`src/rtl/reg_read_stage.sv`:
```
// ---------------------------------------------------------------------------
// reg_read_stage
//
// Register-read stage for a dual-issue pipeline. It holds a 32x32 register
// file with two write ports (wb0, wb1) and four read ports. Each accepted
// instruction pair is captured into an output register, together with its
// operand values. The outputs feed exe1 and the forwarding unit.
//
// Ports
//   clk, rstn                   clock, synchronous active-low reset
//   in_valid / in_ready         handshake with decode
//   in_en*, in_we*, in_r*, in_pc*  per-slot instruction fields from decode
//   wb0_* / wb1_*               writeback ports; wb1 wins on a collision
//   flush                       squashes the held pair and the incoming pair
//   out_valid / out_ready       handshake with exe1
//   eu*_en/_we/_rj/_rk/_rd/_pc  registered per-slot fields
//   data00, data01              operand values for eu0_rj and eu0_rk
//   data10, data11              operand values for eu1_rj and eu1_rk
// ---------------------------------------------------------------------------
module reg_read_stage (
  input  logic        clk,
  input  logic        rstn,
  input  logic        in_valid,
  output logic        in_ready,
  input  logic        in_en0,
  input  logic        in_en1,
  input  logic [4:0]  in_rj0,
  input  logic [4:0]  in_rk0,
  input  logic [4:0]  in_rd0,
  input  logic [4:0]  in_rj1,
  input  logic [4:0]  in_rk1,
  input  logic [4:0]  in_rd1,
  input  logic        in_we0,
  input  logic        in_we1,
  input  logic [31:0] in_pc0,
  input  logic [31:0] in_pc1,
  input  logic        wb0_en,
  input  logic [4:0]  wb0_rd,
  input  logic [31:0] wb0_data,
  input  logic        wb1_en,
  input  logic [4:0]  wb1_rd,
  input  logic [31:0] wb1_data,
  input  logic        flush,
  output logic        out_valid,
  input  logic        out_ready,
  output logic        eu0_en,
  output logic        eu1_en,
  output logic        eu0_we,
  output logic        eu1_we,
  output logic [4:0]  eu0_rj,
  output logic [4:0]  eu0_rk,
  output logic [4:0]  eu1_rj,
  output logic [4:0]  eu1_rk,
  output logic [4:0]  eu0_rd,
  output logic [4:0]  eu1_rd,
  output logic [31:0] data00,
  output logic [31:0] data01,
  output logic [31:0] data10,
  output logic [31:0] data11,
  output logic [31:0] eu0_pc,
  output logic [31:0] eu1_pc
);

  logic [31:0] rf_q [32];
  logic [31:0] rf_d [32];

  logic        out_valid_q, out_valid_d;
  logic        eu0_en_q, eu0_en_d, eu1_en_q, eu1_en_d;
  logic        eu0_we_q, eu0_we_d, eu1_we_q, eu1_we_d;
  logic [4:0]  eu0_rj_q, eu0_rj_d, eu0_rk_q, eu0_rk_d, eu0_rd_q, eu0_rd_d;
  logic [4:0]  eu1_rj_q, eu1_rj_d, eu1_rk_q, eu1_rk_d, eu1_rd_q, eu1_rd_d;
  logic [31:0] data00_q, data00_d, data01_q, data01_d;
  logic [31:0] data10_q, data10_d, data11_q, data11_d;
  logic [31:0] eu0_pc_q, eu0_pc_d, eu1_pc_q, eu1_pc_d;

  logic        accept;
  logic        hold;

  // Read with same-cycle write-through; wb1 is the younger write and wins.
  function automatic logic [31:0] wt_read(input logic [4:0] idx);
    logic [31:0] val;
    if (idx == 5'd0)                    val = 32'd0;
    else if (wb1_en && wb1_rd == idx)   val = wb1_data;
    else if (wb0_en && wb0_rd == idx)   val = wb0_data;
    else                                val = rf_q[idx];
    return val;
  endfunction

  // Refresh a held operand if its register is being written back now.
  function automatic logic [31:0] snoop(input logic [4:0]  idx,
                                        input logic [31:0] cur);
    logic [31:0] val;
    if (idx == 5'd0)                    val = 32'd0;
    else if (wb1_en && wb1_rd == idx)   val = wb1_data;
    else if (wb0_en && wb0_rd == idx)   val = wb0_data;
    else                                val = cur;
    return val;
  endfunction

  assign in_ready = !out_valid_q || out_ready;
  assign accept   = in_valid && in_ready && !flush;
  assign hold     = out_valid_q && !out_ready;

  // Register file update: wb1 applied last so it wins on a collision.
  // Writes still commit during flush.
  always_comb begin
    for (int i = 0; i < 32; i++) rf_d[i] = rf_q[i];
    if (wb0_en && wb0_rd != 5'd0) rf_d[wb0_rd] = wb0_data;
    if (wb1_en && wb1_rd != 5'd0) rf_d[wb1_rd] = wb1_data;
  end

  always_comb begin
    out_valid_d = out_valid_q;
    eu0_en_d = eu0_en_q;  eu1_en_d = eu1_en_q;
    eu0_we_d = eu0_we_q;  eu1_we_d = eu1_we_q;
    eu0_rj_d = eu0_rj_q;  eu0_rk_d = eu0_rk_q;  eu0_rd_d = eu0_rd_q;
    eu1_rj_d = eu1_rj_q;  eu1_rk_d = eu1_rk_q;  eu1_rd_d = eu1_rd_q;
    data00_d = data00_q;  data01_d = data01_q;
    data10_d = data10_q;  data11_d = data11_q;
    eu0_pc_d = eu0_pc_q;  eu1_pc_d = eu1_pc_q;

    // Flush dominates both a new accept and a drain by exe1.
    if (flush)                     out_valid_d = 1'b0;
    else if (accept)               out_valid_d = 1'b1;
    else if (out_valid_q && out_ready) out_valid_d = 1'b0;

    if (accept) begin
      eu0_en_d = in_en0;  eu1_en_d = in_en1;
      eu0_we_d = in_we0;  eu1_we_d = in_we1;
      eu0_rj_d = in_rj0;  eu0_rk_d = in_rk0;  eu0_rd_d = in_rd0;
      eu1_rj_d = in_rj1;  eu1_rk_d = in_rk1;  eu1_rd_d = in_rd1;
      data00_d = wt_read(in_rj0);
      data01_d = wt_read(in_rk0);
      data10_d = wt_read(in_rj1);
      data11_d = wt_read(in_rk1);
      eu0_pc_d = in_pc0;  eu1_pc_d = in_pc1;
    end else if (hold) begin
      // Stalled pair: keep operands coherent with writebacks landing now.
      data00_d = snoop(eu0_rj_q, data00_q);
      data01_d = snoop(eu0_rk_q, data01_q);
      data10_d = snoop(eu1_rj_q, data10_q);
      data11_d = snoop(eu1_rk_q, data11_q);
    end
  end

  always_ff @(posedge clk) begin
    if (!rstn) begin
      for (int i = 0; i < 32; i++) rf_q[i] <= 32'd0;
      out_valid_q <= 1'b0;
      eu0_en_q <= 1'b0;  eu1_en_q <= 1'b0;
      eu0_we_q <= 1'b0;  eu1_we_q <= 1'b0;
      eu0_rj_q <= 5'd0;  eu0_rk_q <= 5'd0;  eu0_rd_q <= 5'd0;
      eu1_rj_q <= 5'd0;  eu1_rk_q <= 5'd0;  eu1_rd_q <= 5'd0;
      data00_q <= 32'd0; data01_q <= 32'd0;
      data10_q <= 32'd0; data11_q <= 32'd0;
      eu0_pc_q <= 32'd0; eu1_pc_q <= 32'd0;
    end else begin
      for (int i = 0; i < 32; i++) rf_q[i] <= rf_d[i];
      out_valid_q <= out_valid_d;
      eu0_en_q <= eu0_en_d;  eu1_en_q <= eu1_en_d;
      eu0_we_q <= eu0_we_d;  eu1_we_q <= eu1_we_d;
      eu0_rj_q <= eu0_rj_d;  eu0_rk_q <= eu0_rk_d;  eu0_rd_q <= eu0_rd_d;
      eu1_rj_q <= eu1_rj_d;  eu1_rk_q <= eu1_rk_d;  eu1_rd_q <= eu1_rd_d;
      data00_q <= data00_d;  data01_q <= data01_d;
      data10_q <= data10_d;  data11_q <= data11_d;
      eu0_pc_q <= eu0_pc_d;  eu1_pc_q <= eu1_pc_d;
    end
  end

  assign out_valid = out_valid_q;
  assign eu0_en = eu0_en_q;  assign eu1_en = eu1_en_q;
  assign eu0_we = eu0_we_q;  assign eu1_we = eu1_we_q;
  assign eu0_rj = eu0_rj_q;  assign eu0_rk = eu0_rk_q;  assign eu0_rd = eu0_rd_q;
  assign eu1_rj = eu1_rj_q;  assign eu1_rk = eu1_rk_q;  assign eu1_rd = eu1_rd_q;
  assign data00 = data00_q;  assign data01 = data01_q;
  assign data10 = data10_q;  assign data11 = data11_q;
  assign eu0_pc = eu0_pc_q;  assign eu1_pc = eu1_pc_q;

endmodule
```
`config.mk`:
```
export PLATFORM = sky130hd
export DESIGN_NAME = reg_read_stage
export DESIGN_NICKNAME = d
export VERILOG_FILES = /design/src/rtl/reg_read_stage.sv
export SDC_FILE = /design/constraint.sdc
export NUM_CORES = 2
export LEC_CHECK = 0
export CORE_AREA = 2 2 420 422
export CTS_CLUSTER_DIAMETER = 50
export DETAILED_ROUTE_END_ITERATION = 8
export DIE_AREA = 0 0 422 424
export HOLD_SLACK_MARGIN = 0.08
export MAX_ROUTING_LAYER = met4
export PLACE_DENSITY = 0.7
export SKIP_LAST_GASP = 1
export SLEW_MARGIN = 5
export SYNTH_ARGS = -nofsm -noshare
export SYNTH_HDL_FRONTEND = slang
export SYNTH_SLANG_ARGS = --single-unit
```
`constraint.sdc`:
```
create_clock -name clk -period 4.7 [get_ports clk]
set_input_delay 0.705 -clock clk [delete_from_list [all_inputs] [get_ports clk]]
set_output_delay 0.705 -clock clk [all_outputs]
set_load 0.05 [all_outputs]
```
==> results of run 1 <==
==> through the flow <==
| step | hold slack (ps) | std cells | area [um2] | util (%) |
|---|---|---|---|---|
| after CTS | 279 | 12000 | 108000 | 61.7 |
| after detailed placement | 457 | 11700 | 102000 | 58.1 |
| after global placement | 449 | 11700 | 102000 | 58.1 |
| after global routing | 304 | 12000 | 108000 | 61.8 |
| after floorplan | 479 | 9786 | 95300 | - |
==> layer usage <==
layer	global-route usage (%)
met5	-
met3	27.5
met1	61.6
met2	70.6
met4	46.8
==> Yosys cell counts, types with 12 or more instances <==
cell       number  area [um2]
clkbuf_1      917        3440
buf_4          92         691
dfxtp_1      1251       25000
buf_6          20         225
or4_1          35         263
xnor2_1        21         184
a21o_1         34         255
nand3_1       697        3490
o21ai_0       175         876
o22ai_1        36         225
a2111oi_0      31         272
nor2b_1       211        1320
nand4_1        12        75.1
a211oi_1      422        3170
mux4_2        750       16900
xor2_1         59         517
o221ai_1      124        1090
buf_1          28         105
a21boi_0      194        1460
nor2_1         30         113
o211a_1       992        9930
o21a_1        111         833
a22oi_1       196        1470
buf_2         278        1390
a21oi_1       116         581
and2_1         42         263
mux2i_1      1322       13200
o311ai_0       93         815
nand2_1      1265        4750
a31oi_1        21         131
a22o_1         62         543
==> kinds of logic after synthesis <==
logic type / count (synthesis) / share of synthesized area, %
AO/OA/AOI/OAI: 2647 / 23.1
AND/OR/NAND/NOR: 2350 / 11.3
multiplexers: 2088 / 32.0
buffers and inverters: 1370 / 6.55
flip-flops: 1251 / 26.3
XOR/XNOR: 80 / 0.736
==> flow_metrics.py, run 1 <==
metrics = {
    "yosys": {
        "synth_seq_cells": 1251,
        "syn_avg_cell_area_um2": 9.73,
        "yosys_warnings": 0,
        "ys.flop_type": "dfxtp_1",
        "async_reset_ff_share_pct": 0,
        "synth_edf_count": 0,
        "syn_inst": 9786,
        "yosysUniqueCellTypes": 67,
        "syn_nets": 9965,
        "ys_seq_area_share_pct": 26.3,
        "netlist_area_mm2": 0.0953,
    },
    "clocking": {
        "cts_root_buffer": "clkbuf_16",
        "htree_num_levels": 4,
        "hold_buffers": 0,
        "postCtsSetupBuffers": 0,
        "ctsLongestPathBuffers": 3,
        "cts_num_sinks": 1251,
        "cts_inserted_buffers": 175,
        "cts_resized": 0,
    },
    "place": {
        "place.gp.congestion": 1.08,
        "port_buffers": 406,
        "post-place-ws_ps": 384,
        "dp_hpwl_um": 293000,
    },
    "floorplan": {
        "io_pins": 407,
        "num_rows": 154,
        "die_h_um": 424,
        "die_w_um": 422,
        "start_util_pct": 54.4,
    },
    "global_route": {
        "grt_max_degree": 118,
        "grt_pass1_wl_um": 682000,
        "grtUsageTotal_pct": 54.6,
        "antenna_found_initial": 55,
        "grt_remaining_overflow": 0,
        "first_global_vias": 90500,
    },
    "status": {
        "outcome": "aborted with a tool error",
        "lastStage": "5_2_route",
        "toolErrorMsg": "[ERROR DRT-0255] Maze Route cannot find path of net wb1_data[24] in worker of routeBox ( 386400 241500 ) ( 422000 289800 ).",
    },
}
==> run 2, diff against run 1 <==
==> config.mk (replaced) <==
export PLATFORM = sky130hd
export DESIGN_NAME = reg_read_stage
export DESIGN_NICKNAME = d
export VERILOG_FILES = /design/src/rtl/reg_read_stage.sv
export SDC_FILE = /design/constraint.sdc
export NUM_CORES = 2
export LEC_CHECK = 0
export CORE_AREA = 2 2 491 493
export DETAILED_ROUTE_END_ITERATION = 8
export DIE_AREA = 0 0 493 495
export PLACE_DENSITY_LB_ADDON = 0.15
export SKIP_LAST_GASP = 1
export SLEW_MARGIN = 5
export SYNTH_ARGS = -nofsm -noshare
export SYNTH_HDL_FRONTEND = slang
export SYNTH_SLANG_ARGS = --single-unit
==> flow_metrics.py, run 2 <==
metrics = {
    "yosys": {
        "syn_nets": 9965,
        "synth_seq_cells": 1251,
        "yosys_warnings": 0,
        "netlist_area_mm2": 0.0953,
        "yosys.cell_count.top_type": "mux2i_1",
        "syn_inst": 9786,
        "ys.flop_type": "dfxtp_1",
        "syn_avg_cell_area_um2": 9.73,
        "synth_top_area_share_pct": 26.3,
        "yosysUniqueCellTypes": 67,
        "ys_top_cells_by_count": "mux2i_1 (1322), nand2_1 (1265), dfxtp_1 (1251), o211a_1 (992), clkbuf_1 (917)",
        "synth_edf_count": 0,
        "ys_top_cells_by_area": "dfxtp_1 (26%), mux4_2 (18%), mux2i_1 (14%), o211a_1 (10%), nand2_1 (5.0%)",
        "ys_seq_area_share_pct": 26.3,
        "async_reset_ff_share_pct": 0,
        "yosysTopAreaCell": "dfxtp_1",
    },
    "timing": {
        "slew_violations": 0,
        "fin_skew_ps": 49.3,
        "max_freq_ghz": 0.285,
        "min_period_ps": 3510,
        "report.final.setup_viol": 0,
        "finalCritPeriodShare_pct": 74.6,
        "setup_tns_ps": 0,
        "relSlewSlack_pct": 13.5,
        "tightest_slew_ps": 1300,
        "rsz0062_at_grt": "no",
        "hold_viol": 0,
    },
    "global_route": {
        "antenna_found_initial": 50,
        "grt_max_degree": 117,
        "grt_pass1_wl_um": 707000,
        "grtUsageTotal_pct": 40.7,
        "first_global_vias": 87800,
        "grt_remaining_overflow": 0,
    },
    "floorplan": {
        "fp.coreArea_mm2": 0.239,
        "start_util_pct": 39.8,
        "num_rows": 180,
        "die_h_um": 495,
        "io_pins": 407,
        "die_w_um": 493,
        "die_area_mm2": 0.244,
    },
    "worst_setup_path": {
        "cp.buffers_inverters": 3,
        "critPathSlowestCell": "clkdlybuf4s50_1",
        "cp-start-kind": "input port",
        "worstRegToRegCells": 8,
        "crit_fanout": 33,
        "critPathRequiredTime_ps": 5460,
        "max_stage_delay_ps": 840,
        "crit_type": "in -> reg",
        "worst_setup_path_end_kind": "register",
        "crit_chain": "clkdlybuf4s50_1, buf_12, xor2_1, nor4_1, nand3_2, a21oi_4, buf_4, o21ai_0, a41oi_1",
        "worstPathArrival_ps": 4270,
        "crit_cells": 9,
        "crit_family": "buffers and inverters",
    },
    "status": {
        "outcome": "finished with violations",
        "violations": "design-rule violations",
    },
    "clocking": {
        "cts_inserted_buffers": 162,
        "ctsLongestPathBuffers": 3,
        "cts_resized": 0,
        "postCtsSetupBuffers": 0,
        "hold_buffers": 0,
        "clkSlewWorstSetupHoldPaths_ps": 60,
        "htree_num_levels": 4,
        "cts_tree": "built",
        "cts_root_buffer": "clkbuf_16",
        "cts_num_sinks": 1251,
        "worstSkewPairLatency_ps": 860,
    },
    "cells_and_area": {
        "fin_cells": 12800,
        "largest_reg_flops": 1024,
        "regMostFlops": "rf_q",
        "syn_to_final_growth_pct": 13.8,
        "mostFrequentLayoutCells": "mux2i_1 (1322), dfxtp_1 (1251), nand2_1 (1235), o211a_1 (992), mux4_2 (750)",
        "layout_commonest_cell": "mux2i_1",
        "final_nets": 9668,
        "drive_gt1_share_pct": 17.5,
    },
    "worst_hold_path": {
        "whs_path_depth": 2,
        "min_path_type": "in -> reg",
    },
    "routing": {
        "post_drt_wl_per_cell_um": 40.4,
        "vias": 94300,
        "drt_wl_total_um": 518000,
        "drcViolationCount": 130,
        "viasPerCell": 7.35,
        "drtPass1Iterations": 9,
        "ant_nets": 0,
        "drt_iter0_markers": 15600,
    },
    "power": {
        "p_leak_nw": 50.8,
        "power.density_mw_per_mm2": 284,
        "peakVddDrop_mv": 0.253,
    },
    "place": {
        "dp_hpwl_um": 320000,
        "dp.cells": 12500,
        "port_buffers": 406,
        "place.gp.congestion": 0.974,
    },
    "flow_run": {
        "cap_violations": 0,
    },
}
[run 2: cell counts after synthesis]
Identical to the previous run, type by type.
[run 2: per-stage QoR]
stage                     instance area (um2)  utilization (%)  hold slack (ps)  setup slack (ps)  total power [mW]
after floorplan                         95300                -              479              2110              14.9
after global placement                 103000             43.0              451               614              17.4
after detailed placement               103000             43.0              455               597              17.4
after CTS                              108000             45.3              309              1190              30.5
after global routing                   108000             45.3              332              1150              31.3
final                                  108000             45.3              346              1190              30.8
[run 2: area by class of cell]
type,instances,area (um2)
diodes,20,50.0
flip-flops and latches,1251,25000
multi-input cells,7165,64800
fillers,22500,131000
clock inverters,45,561
repair buffers,903,9080
clock buffers,246,4920
well taps,3185,3990
inverters,6,22.5
[run 2: power breakdown]
group          switching (mW)  internal (mW)  total, mW
Clock                    5.54           7.74       13.3
Combinational            4.18           2.00       6.18
Sequential              0.425           10.9       11.3
[run 2: routing by layer]
| layer | GRT usage [%] | vias to the layer above | wire length [um] |
|---|---|---|---|
| met5 | 0 | - | 195 |
| met4 | 29.6 | 30 | 44200 |
| met3 | 15.2 | 2026 | 74400 |
| met2 | 57.3 | 7901 | 210000 |
| met1 | 50.8 | 47100 | 189000 |
| li1 | - | 37200 | - |
[run 2: cell families (layout without fill, tap and decap cells)]
logic type                after synthesis  count (layout)  synth area share, %
muxes                                2088            2088                 32.0
DFF                                  1251            1251                 26.3
and+or+nand+nor                      2350            2350                 11.3
buffers and inverters                1370            1200                 6.55
xor gates and xnor gates               80              80                0.736
other                                   0              20                    0
AOI/OAI and AO/OA                    2647            2647                 23.1
[run 2: path summary, 6_finish.rpt]
path / startpoint / endpoint / slack [ps]
hold / removal: wb1_data[26] / rf_q[21][26] / 350
hold reg to reg: eu1_pc[14] / eu1_pc[14] / 460
setup reg to reg: out_valid / data10[9] / 1610
setup / recovery: wb0_rd[2] / data11[30] / 1190
[run 2: worst reg2reg max path: cells and delay by family (launching register included)]
family	cells	cell delay (ps)
DFF	1	310
and+or+nand+nor	3	1200
buffers and inverters	2	680
AOI/OAI and AO/OA	3	810
(Power assumes the default switching activity.)
